[src/rtl/dp_pkg.sv]
// ============================================================================
//  Module      : dp_pkg
//  Description : Shared types and arithmetic helpers for the DP keyword
//                detector. Scores are carried in a fixed 32-bit working type
//                and clamped to the accumulator width passed in by the caller.
//  Revision    : 1.0 - initial release
// ============================================================================
`default_nettype none

package dp_pkg;

  // Default signed accumulator width; must hold the detection threshold.
  localparam int ACCW = 24;

  // Working width for intermediate arithmetic (accumulator width must be < WIDE).
  localparam int WIDE = 32;

  typedef logic signed [WIDE-1:0] wide_t;

  // Signed add of a and b, saturated to the signed range of a w-bit number.
  // Inputs are assumed already within that range (or small penalties), so a
  // single guard bit is enough to catch overflow.
  function automatic wide_t sat_add(input wide_t a, input wide_t b, input int w);
    logic signed [WIDE:0] sum;
    logic signed [WIDE:0] one;
    logic signed [WIDE:0] hi;
    logic signed [WIDE:0] lo;
    one = {{WIDE{1'b0}}, 1'b1};
    sum = {a[WIDE-1], a} + {b[WIDE-1], b};
    hi  = (one <<< (w - 1)) - one;
    lo  = ~hi;                        // -2^(w-1) in two's complement
    if (sum > hi) begin
      return hi[WIDE-1:0];
    end else if (sum < lo) begin
      return lo[WIDE-1:0];
    end
    return sum[WIDE-1:0];
  endfunction

  function automatic wide_t smax(input wide_t a, input wide_t b);
    return (a > b) ? a : b;
  endfunction

endpackage

`default_nettype wire

[src/rtl/dp_score_mem.sv]
// ============================================================================
//  Module      : dp_score_mem
//  Description : DEPTH x WIDTH cumulative-score storage. Asynchronous read and
//                synchronous write at one shared address, plus a single-cycle
//                clear of every entry (clear wins over a same-cycle write).
//  Ports       : clk     in   clock, rising edge
//                reset   in   asynchronous active-high reset, zeroes storage
//                addr    in   read/write index
//                rd_data out  entry at addr (combinational)
//                wr_en   in   write wr_data to addr on this edge
//                wr_data in   value to write
//                clr     in   zero all entries on this edge
//  Revision    : 1.0 - initial release
// ============================================================================
`default_nettype none

module dp_score_mem #(
  parameter int DEPTH = 35,
  parameter int WIDTH = 24,
  parameter int AW    = 6
) (
  input  logic                    clk,
  input  logic                    reset,
  input  logic [AW-1:0]           addr,
  output logic signed [WIDTH-1:0] rd_data,
  input  logic                    wr_en,
  input  logic signed [WIDTH-1:0] wr_data,
  input  logic                    clr
);

  logic signed [WIDTH-1:0] d [DEPTH];

  assign rd_data = d[addr];

  always_ff @(posedge clk or posedge reset) begin
    if (reset) begin
      for (int i = 0; i < DEPTH; i++) begin
        d[i] <= '0;
      end
    end else if (clr) begin
      for (int i = 0; i < DEPTH; i++) begin
        d[i] <= '0;
      end
    end else if (wr_en) begin
      d[addr] <= wr_data;
    end
  end

endmodule

`default_nettype wire

[src/rtl/dp_keyword_detector.sv]
// ============================================================================
//  Module      : dp_keyword_detector
//  Description : Left-to-right Viterbi-style keyword matcher. Each frame brings
//                TMPSIZE serial signed state scores; the cumulative path score
//                of every template state is updated in place and a detection
//                is flagged when the final state reaches DETECTED.
//  Ports       : clk       in   clock, rising edge
//                reset     in   asynchronous active-high reset
//                vec_in    in   signed score of the current state index
//                dv_in     in   one-cycle strobe, vec_in valid
//                vad_in    in   voice activity, sampled with state 0
//                result_dv out  one-cycle strobe, result/vad_out valid
//                result    out  1 = keyword detected in this frame
//                vad_out   out  voice activity of the reported frame
//  Revision    : 1.0 - initial release
// ============================================================================
`default_nettype none

module dp_keyword_detector
  import dp_pkg::*;
#(
  parameter int BIT      = 11,
  parameter int HPENALTY = 0,
  parameter int VPENALTY = 0,
  parameter int DETECTED = 65536,
  parameter int TMPSIZE  = 35,
  parameter int ACCW     = dp_pkg::ACCW
) (
  input  logic           clk,
  input  logic           reset,
  input  logic [BIT-1:0] vec_in,
  input  logic           dv_in,
  input  logic           vad_in,
  output logic           result_dv,
  output logic           result,
  output logic           vad_out
);

  localparam int            IW       = (TMPSIZE > 1) ? $clog2(TMPSIZE) : 1;
  localparam logic [IW-1:0] LAST_IDX = IW'(TMPSIZE - 1);

  logic [IW-1:0]          idx;
  logic signed [ACCW-1:0] prev;        // old D[idx-1], captured before overwrite
  logic signed [ACCW-1:0] rd_data;
  logic signed [ACCW-1:0] wr_data;
  logic                   vad_lat;
  logic                   s1_dv;
  logic                   s1_det;
  logic                   s1_vad;

  wide_t score_w, cur_w, prev_w, stay_w, adv_w, upd_w;
  logic  is_first, is_last, frame_vad, hit, clr;

  dp_score_mem #(
    .DEPTH (TMPSIZE),
    .WIDTH (ACCW),
    .AW    (IW)
  ) u_mem (
    .clk     (clk),
    .reset   (reset),
    .addr    (idx),
    .rd_data (rd_data),
    .wr_en   (dv_in),
    .wr_data (wr_data),
    .clr     (clr)
  );

  // Recurrence datapath for the element at idx.
  always_comb begin
    is_first  = (idx == '0);
    is_last   = (idx == LAST_IDX);
    score_w   = {{(WIDE-BIT){vec_in[BIT-1]}}, vec_in};
    cur_w     = {{(WIDE-ACCW){rd_data[ACCW-1]}}, rd_data};
    prev_w    = {{(WIDE-ACCW){prev[ACCW-1]}}, prev};
    stay_w    = sat_add(cur_w, wide_t'(-HPENALTY), ACCW);
    // State 0 may be entered fresh on any frame: its "advance" source is 0.
    adv_w     = is_first ? '0 : sat_add(prev_w, wide_t'(-VPENALTY), ACCW);
    upd_w     = sat_add(score_w, smax(stay_w, adv_w), ACCW);
    wr_data   = upd_w[ACCW-1:0];
    hit       = (upd_w >= wide_t'(DETECTED));
    // With a single-state template the vad sample and frame end coincide.
    frame_vad = is_first ? vad_in : vad_lat;
    // Clearing on the final element's edge means the next frame's state 0
    // always reads zeroed scores, even when it follows immediately.
    clr       = dv_in & is_last & (hit | ~frame_vad);
  end

  always_ff @(posedge clk or posedge reset) begin
    if (reset) begin
      idx       <= '0;
      prev      <= '0;
      vad_lat   <= 1'b0;
      s1_dv     <= 1'b0;
      s1_det    <= 1'b0;
      s1_vad    <= 1'b0;
      result_dv <= 1'b0;
      result    <= 1'b0;
      vad_out   <= 1'b0;
    end else begin
      s1_dv <= 1'b0;
      if (dv_in) begin
        prev <= rd_data;
        idx  <= is_last ? '0 : idx + 1'b1;
        if (is_first) begin
          vad_lat <= vad_in;
        end
        if (is_last) begin
          s1_dv  <= 1'b1;
          s1_det <= hit;
          s1_vad <= frame_vad;
        end
      end
      result_dv <= s1_dv;
      if (s1_dv) begin
        result  <= s1_det;
        vad_out <= s1_vad;
      end
    end
  end

endmodule

`default_nettype wire

[config.mk]
export PLATFORM = sky130hd
export DESIGN_NAME = dp_keyword_detector
export DESIGN_NICKNAME = d
export VERILOG_FILES = /design/src/rtl/dp_pkg.sv /design/src/rtl/dp_score_mem.sv /design/src/rtl/dp_keyword_detector.sv
export SDC_FILE = /design/constraint.sdc
export NUM_CORES = 2
export LEC_CHECK = 0
export BUFFER_PORTS_ARGS = -buffer_cell sky130_fd_sc_hd__buf_2
export CAP_MARGIN = 25
export CORE_MARGIN = 3
export CORE_UTILIZATION = 25
export DETAILED_ROUTE_END_ITERATION = 16
export GPL_ROUTABILITY_DRIVEN = 0
export PLACE_DENSITY_LB_ADDON = 0.15
export SYNTH_ARGS = -nofsm -noshare
export SYNTH_HDL_FRONTEND = slang
export SYNTH_SLANG_ARGS = --single-unit
[constraint.sdc]
create_clock -name clk -period 73.5 [get_ports clk]
set_clock_uncertainty 0.05 [all_clocks]
set_input_delay 14.7 -clock clk [delete_from_list [all_inputs] [get_ports clk]]
set_output_delay 14.7 -clock clk [all_outputs]
set_load 0.03 [all_outputs]
; Word-level counts from Yosys, hierarchy flattened
; Cells that the tools add are included.
[totals]
reg_bits = 877
input_bits = 15
output_inout_bits = 3
wordCells = 95
[classes]
n_addsub = 2
order_cmp = 10
n_eq_ne = 1
n_mux = 29
n_bitwise = 5
reduce_logical = 4
[op_table]
columns = operator, n
row1 = 840-bit two-way mux, 2
row2 = 840-bit bitwise mux, 1
row3 = 32-bit two-way mux, 11
row4 = 24-bit binary-select mux with 6-bit select, 1
row5 = 24-bit demux with 6-bit select, 1
row6 = 24-bit two-way mux, 3
row7 = "24-bit greater-than comparator, second input constant", 2
row8 = "24-bit < comparator, second input constant", 2
row9 = 11-bit by 32-bit adder with 33-bit output, 1
row10 = "33-bit by 24-bit greater-than comparator with 1-bit output, second input constant", 1
row11 = "33-bit by 24-bit < comparator with 1-bit output, second input constant", 1
row12 = "32-bit by 18-bit greater-or-equal comparator with 1-bit output, second input constant", 1
row13 = 32-bit greater-than comparator, 1
row14 = 1-bit two-way mux, 9
row15 = "7-bit greater-or-equal comparator, second input constant", 1
row16 = "7-bit by 1-bit < comparator with 1-bit output, second input constant", 1
row17 = 6-bit inverter with 7-bit output, 1
row18 = "6-bit by 1-bit adder with 6-bit output, second input constant", 1
row19 = "6-bit equality test, second input constant", 1
row20 = 6-bit logical NOT, 1
row21 = 6-bit two-way mux, 1
row22 = 1-bit AND, 2
row23 = 2-bit AND reduction, 1
row24 = 2-bit nonzero test, 1
row25 = 3 further kinds, 3

; Depth between registers and ports, before layout
[logic_depth]
depth_word = 19
ltp_mapped = 36
depth_no_buf = 25

; Hierarchy
; A second synthesis with hierarchy kept.
[unflattened]
hier_cells = 5157
area_unflattened_um2 = 44670.3
[modules_own_cells]
columns = module, n_inst, cells_each, area_per_inst_um2, seq_area_each_um2
row1 = dp_score_mem, 1, 4686, 40722.8, 21020.2
row2 = dp_keyword_detector, 1, 471, 3947.5, 925.9

; Worst setup path after synthesis
; No wires, ideal clock.
[synth_path]
path_kind = input to register
startpoint = in vec_in[0]
endpoint = reg u_mem.d[3] (netlist name)
setup_ps = 68
arrival_time_ps = 17760
t_required_ps = 73382
slack_ps = 55622
stages = 14
path_buffers = 4
path_cell_list = ha_1 fa_1 a211oi_2 o211ai_2 o211ai_1 and3_1 o22ai_1 or4_1 o41a_1 clkbuf_1 buf_6 buf_6 buf_8 nor2_4
[synth_via]
elab_chain_len = 9
word_cells_on_any_way = 14
cone_classes = add/sub (1) / order compare (3) / mux (7) / bitwise (2) / reduce/logical (1)
[synth_lines]
columns = element, line
row1 = start: declaration, dp_keyword_detector.sv:31  ; input logic [BIT-1:0] vec_in,
row2 = 11-bit by 32-bit adder with 33-bit output *, dp_pkg.sv:29  ; sum = {a[WIDE-1], a} + {b[WIDE-1], b};
row3 = 33-bit by 24-bit < comparator with 1-bit output, dp_pkg.sv:34  ; end else if (sum < lo) begin
row4 = 1-bit two-way mux, dp_pkg.sv:34
row5 = 1-bit two-way mux, dp_pkg.sv:32  ; if (sum > hi) begin
row6 = 32-bit two-way mux *, dp_pkg.sv:37  ; return sum[WIDE-1:0];
row7 = 32-bit by 18-bit greater-or-equal comparator with 1-bit output, dp_keyword_detector.sv:80  ; hit = (upd_w >= wide_t'(DETECTED));
row8 = 1-bit bitwise OR, dp_keyword_detector.sv:85  ; clr = dv_in & is_last & (hit | ~frame_vad);
row9 = 1-bit AND, dp_keyword_detector.sv:85
row10 = 840-bit two-way mux or 2-bit nonzero test (tied branches), -
row11 = end signal: indexed assignment, dp_score_mem.sv:45  ; d[addr] <= wr_data;
row12 = end: declaration, dp_score_mem.sv:31  ; logic signed [WIDTH-1:0] d [DEPTH];
; Mark *: on every way between the ends. The rest lies on a longest branch, timed or not. The select of a mux whose other input is x is not followed.
; A chain may end at the register's enable or synchronous reset.

; Final worst setup path
[layout_path]
startpoint = in vec_in[10]
endpoint = reg u_mem.d[612] (netlist name)
; The elaborated chain is that of the path after synthesis.

==> impl_metrics.env <==
export IMPL_cts_sink_count=877
export IMPL_synth_cell_area_mm2=0.0451
export IMPL_crit_reg2reg_launch="idx[0]$_DFFE_PP0P_"
export IMPL_layout_filler_cells=18300
export IMPL_finalHoldViolCount=0
export IMPL_synth_yosys_seq_area_share_pct=48.6
export IMPL_synth_compound_area_share_pct=20.2
export IMPL_cell_mode_on_critical_path="buf_4"
export IMPL_fp_row_count=155
export IMPL_synth_simple_gate_area_share_pct=11.0
export IMPL_layout_worst_path_cycle_share_pct=29.9
export IMPL_core_area_mm2=0.179
export IMPL_cts_hold_buf=0
export IMPL_post_synth_fa_ha_maj_area_fraction_pct=1.46
export IMPL_fraction_of_synthesized_cell_area_taken_by_the_top_area_cell_type_pct=48.6
export IMPL_yosysMostFrequentCell="nand2_1"
export IMPL_drt_pass1_iterations=6
export IMPL_number_of_enable_flip_flop_cells_after_synthesis=0
export IMPL_post_cts_buffers=0
export IMPL_synth_mux_area_fraction_pct=13.5
export IMPL_worst_slew_pin_transition_ns=1.01
export IMPL_ios=18
export IMPL_crit_required_ns=74.01
export IMPL_postSynth_topFlopCell="dfrtp_1"
export IMPL_cts_path_max_buffers=3
export IMPL_syn_to_final_growth_pct=13.4
export IMPL_setup_violations=0
export IMPL_reg_to_reg_endpoint="u_mem.d[612]$_DFFE_PP0P_"
export IMPL_cts_htree_levels=3
export IMPL_drt_iter0_drc=2268
export IMPL_cell_depth_of_the_worst_flop_to_flop_path=32
export IMPL_maxUsedRoutingLayer="met4"
export IMPL_m1WireLength_mm=71.6
export IMPL_groute_usage_overall_pct=15.7
export IMPL_cpLargestDelayFamily="buffers and inverters"
export IMPL_detail_route_wirelength_mm=147
export IMPL_port_bufs=17
export IMPL_outcome="finished, final reports clean"
export IMPL_vias=31500
export IMPL_synth_area_leaders="dfrtp_1 49%, mux4_2 12%, o22ai_2 9.3%"
export IMPL_floorplan_die_area_mm2=0.186
export IMPL_syn_nets=4115
export IMPL_route_antenna_remaining_nets=0
export IMPL_critPathMaxStageDelay_ns=0.85
export IMPL_grt_pass1_vias=32500
export IMPL_initial_utilization_pct=25.2
export IMPL_max_freq_ghz=0.0455
export IMPL_cp_num_buf_inv=6
export IMPL_regToRegSetupSlack_ns=58.12
export IMPL_yosys_warning_count=0
export IMPL_cts_resized_gates=0
export IMPL_detailed_place_area_mm2=0.0474
export IMPL_path_cells="buf_2 -> ha_1 -> nand4_1 -> or3_1 -> o211ai_1 -> a32o_4 -> a21o_1 -> o41a_2 -> buf_4 -> buf_4 -> buf_4 -> buf_4 -> buf_4 -> o22ai_1"
export IMPL_remaining_drc_errors=0
export IMPL_placed_instances=6110
export IMPL_die_height_um=431
export IMPL_timing_hold_worst_start="s1_dv$_DFF_PP0_"
export IMPL_cap_violations=0
export IMPL_slew_headroom_pct=32.2
export IMPL_min_delay_worst_endpoint="result_dv$_DFF_PP0_"
export IMPL_grt_overflow=0
export IMPL_maximum_number_of_pins_on_one_net_before_global_route_repair=157
export IMPL_synth_top_cell_by_area="dfrtp_1"
export IMPL_drt_wirelength_per_cell_um=23.3
export IMPL_final_nets=3932
export IMPL_maxSlewViolCount=0
export IMPL_ys_types=67
export IMPL_synthesis_stage_register_bit_count=877
export IMPL_cts_root_buf="clkbuf_16"
export IMPL_multi_input_comb_area_mm2=0.0214
export IMPL_avgSynthCellArea_um2=11.1
export IMPL_critical_path_startpoint_type="primary input"
export IMPL_cts_tree="done"
export IMPL_netlist_instances=4048
export IMPL_layout_drive_gt1_share_pct=25.8
export IMPL_grt_antenna_before_repair=2
export IMPL_hp_class="reg2reg"
export IMPL_final_cells=6308
export IMPL_route_detailed_vias_per_inst=4.99
export IMPL_first_pass_grt_wire_length_mm=224
export IMPL_synth_xor_area_share_pct=0.369
export IMPL_final_min_clock_period_ns=21.99
export IMPL_worst_path_max_fanout=67
export IMPL_synth_common_cells="936 x nand2_1, 877 x dfrtp_1, 359 x o22ai_1"
export IMPL_route_met3_wl_mm=4.70
export IMPL_clkSlewWorstSetupHoldPaths_ns=0.06
export IMPL_antennaDiodeCount=0
export IMPL_setup_worst_path_end_class="flip-flop"
export IMPL_regArea_mm2=0.0220
export IMPL_worstSkewPairLatency_ns=0.72
export IMPL_fp_dieW_um=431
export IMPL_cell_with_the_biggest_individual_delay_on_the_critical_path="buf_4"
export IMPL_async_sr_flop_fraction_pct=100
export IMPL_hold_path_depth=0
export IMPL_final_cell_area_mm2=0.0512
export IMPL_critPathArrivalTime_ns=22.50
export IMPL_fin_util_pct=28.6
export IMPL_dr_wl_met2_mm=68.2
export IMPL_final_sum_of_negative_setup_slack_ns=0
export IMPL_place_detailed_hpwl_mm=83.6
export IMPL_largest_family_of_logic_cells_by_synthesized_area="compound AO/OA/AOI/OAI gates"
export IMPL_cts_inserted_buffers=106
export IMPL_criticalPathCategory="in2reg"
export IMPL_rsz0062_at_grt="no"
[placed cells by master (no fill, tap or decap), types with 13 or more instances in the layout]
cell       instances
mux4_2           236
o21ai_4           22
o21a_1            98
nand3_1           21
a21oi_1          110
o211ai_1          14
ha_1              51
nand2_2           34
a21oi_2           25
nand2_1          902
o22ai_2          337
dfrtp_1          872
mux2i_1           75
clkbuf_8          26
clkinv_2          27
clkbuf_16        108
a21o_1            16
clkbuf_1          15
nor2_2            13
o21ai_0           51
buf_4            105
o22ai_1          359
a211oi_1          35
nand4_1           15
nor2_1           175
nor2_4            20
buf_2             17
inv_1             33
[metal layers]
layer / global-route usage (%) / up-vias
met5: 0 / -
met4: 3.36 / 0
met3: 1.80 / 141
met2: 24.9 / 532
met1: 23.1 / 16400
li1: - / 14400
[sequential cells by signal, indices dropped and copies added (netlist names)]
| register | count |
|---|---|
| idx | 6 |
| prev | 24 |
| result | 1 |
| result_dv | 1 |
| s1_det | 1 |
| s1_dv | 1 |
| s1_vad | 1 |
| u_mem.d | 840 |
| vad_lat | 1 |
| vad_out | 1 |
[worst max path at each step]
stage               cells past startpoint  startpoint  slack (ns)                       end
floorplan                               1       reset       34.10        idx[0]$_DFFE_PP0P_
global placement                       14  vec_in[10]       50.76  u_mem.d[612]$_DFFE_PP0P_
detailed placement                     14  vec_in[10]       50.70  u_mem.d[612]$_DFFE_PP0P_
CTS                                    14  vec_in[10]       51.48  u_mem.d[612]$_DFFE_PP0P_
global route                           14  vec_in[10]       51.00  u_mem.d[613]$_DFFE_PP0P_
finish                                 14  vec_in[10]       51.51  u_mem.d[612]$_DFFE_PP0P_
[area by class of cell]
| class | instances | share of cell area (%) |
|---|---|---|
| Clock buffer | 149 | 6.09 |
| Clock inverter | 47 | 1.11 |
| Inverter | 35 | 0.271 |
| Multi-Input combinational cell | 2716 | 41.8 |
| Sequential cell | 877 | 42.9 |
| Tap cell | 2355 | 5.76 |
| Timing Repair Buffer | 129 | 2.00 |
[cells by family after synthesis]
family,after synthesis
and+or+nand+nor,1225
AOI/OAI and AO/OA,1105
DFF,877
buffers and inverters,455
muxes,315
adders and majority gates,52
xor gates and xnor gates,19
[through the flow]
stage,setup WS (ns),hold slack [ns]
after floorplan,34.10,0.340
final,51.51,0.370
after global routing,51.00,0.388
after CTS,51.48,0.372
after global placement,50.76,0.361
after detailed placement,50.70,0.359
Power is left out: the tool's default activity adds up to more than one toggle a clock period on the data nets, which glitch-free logic cannot reach.
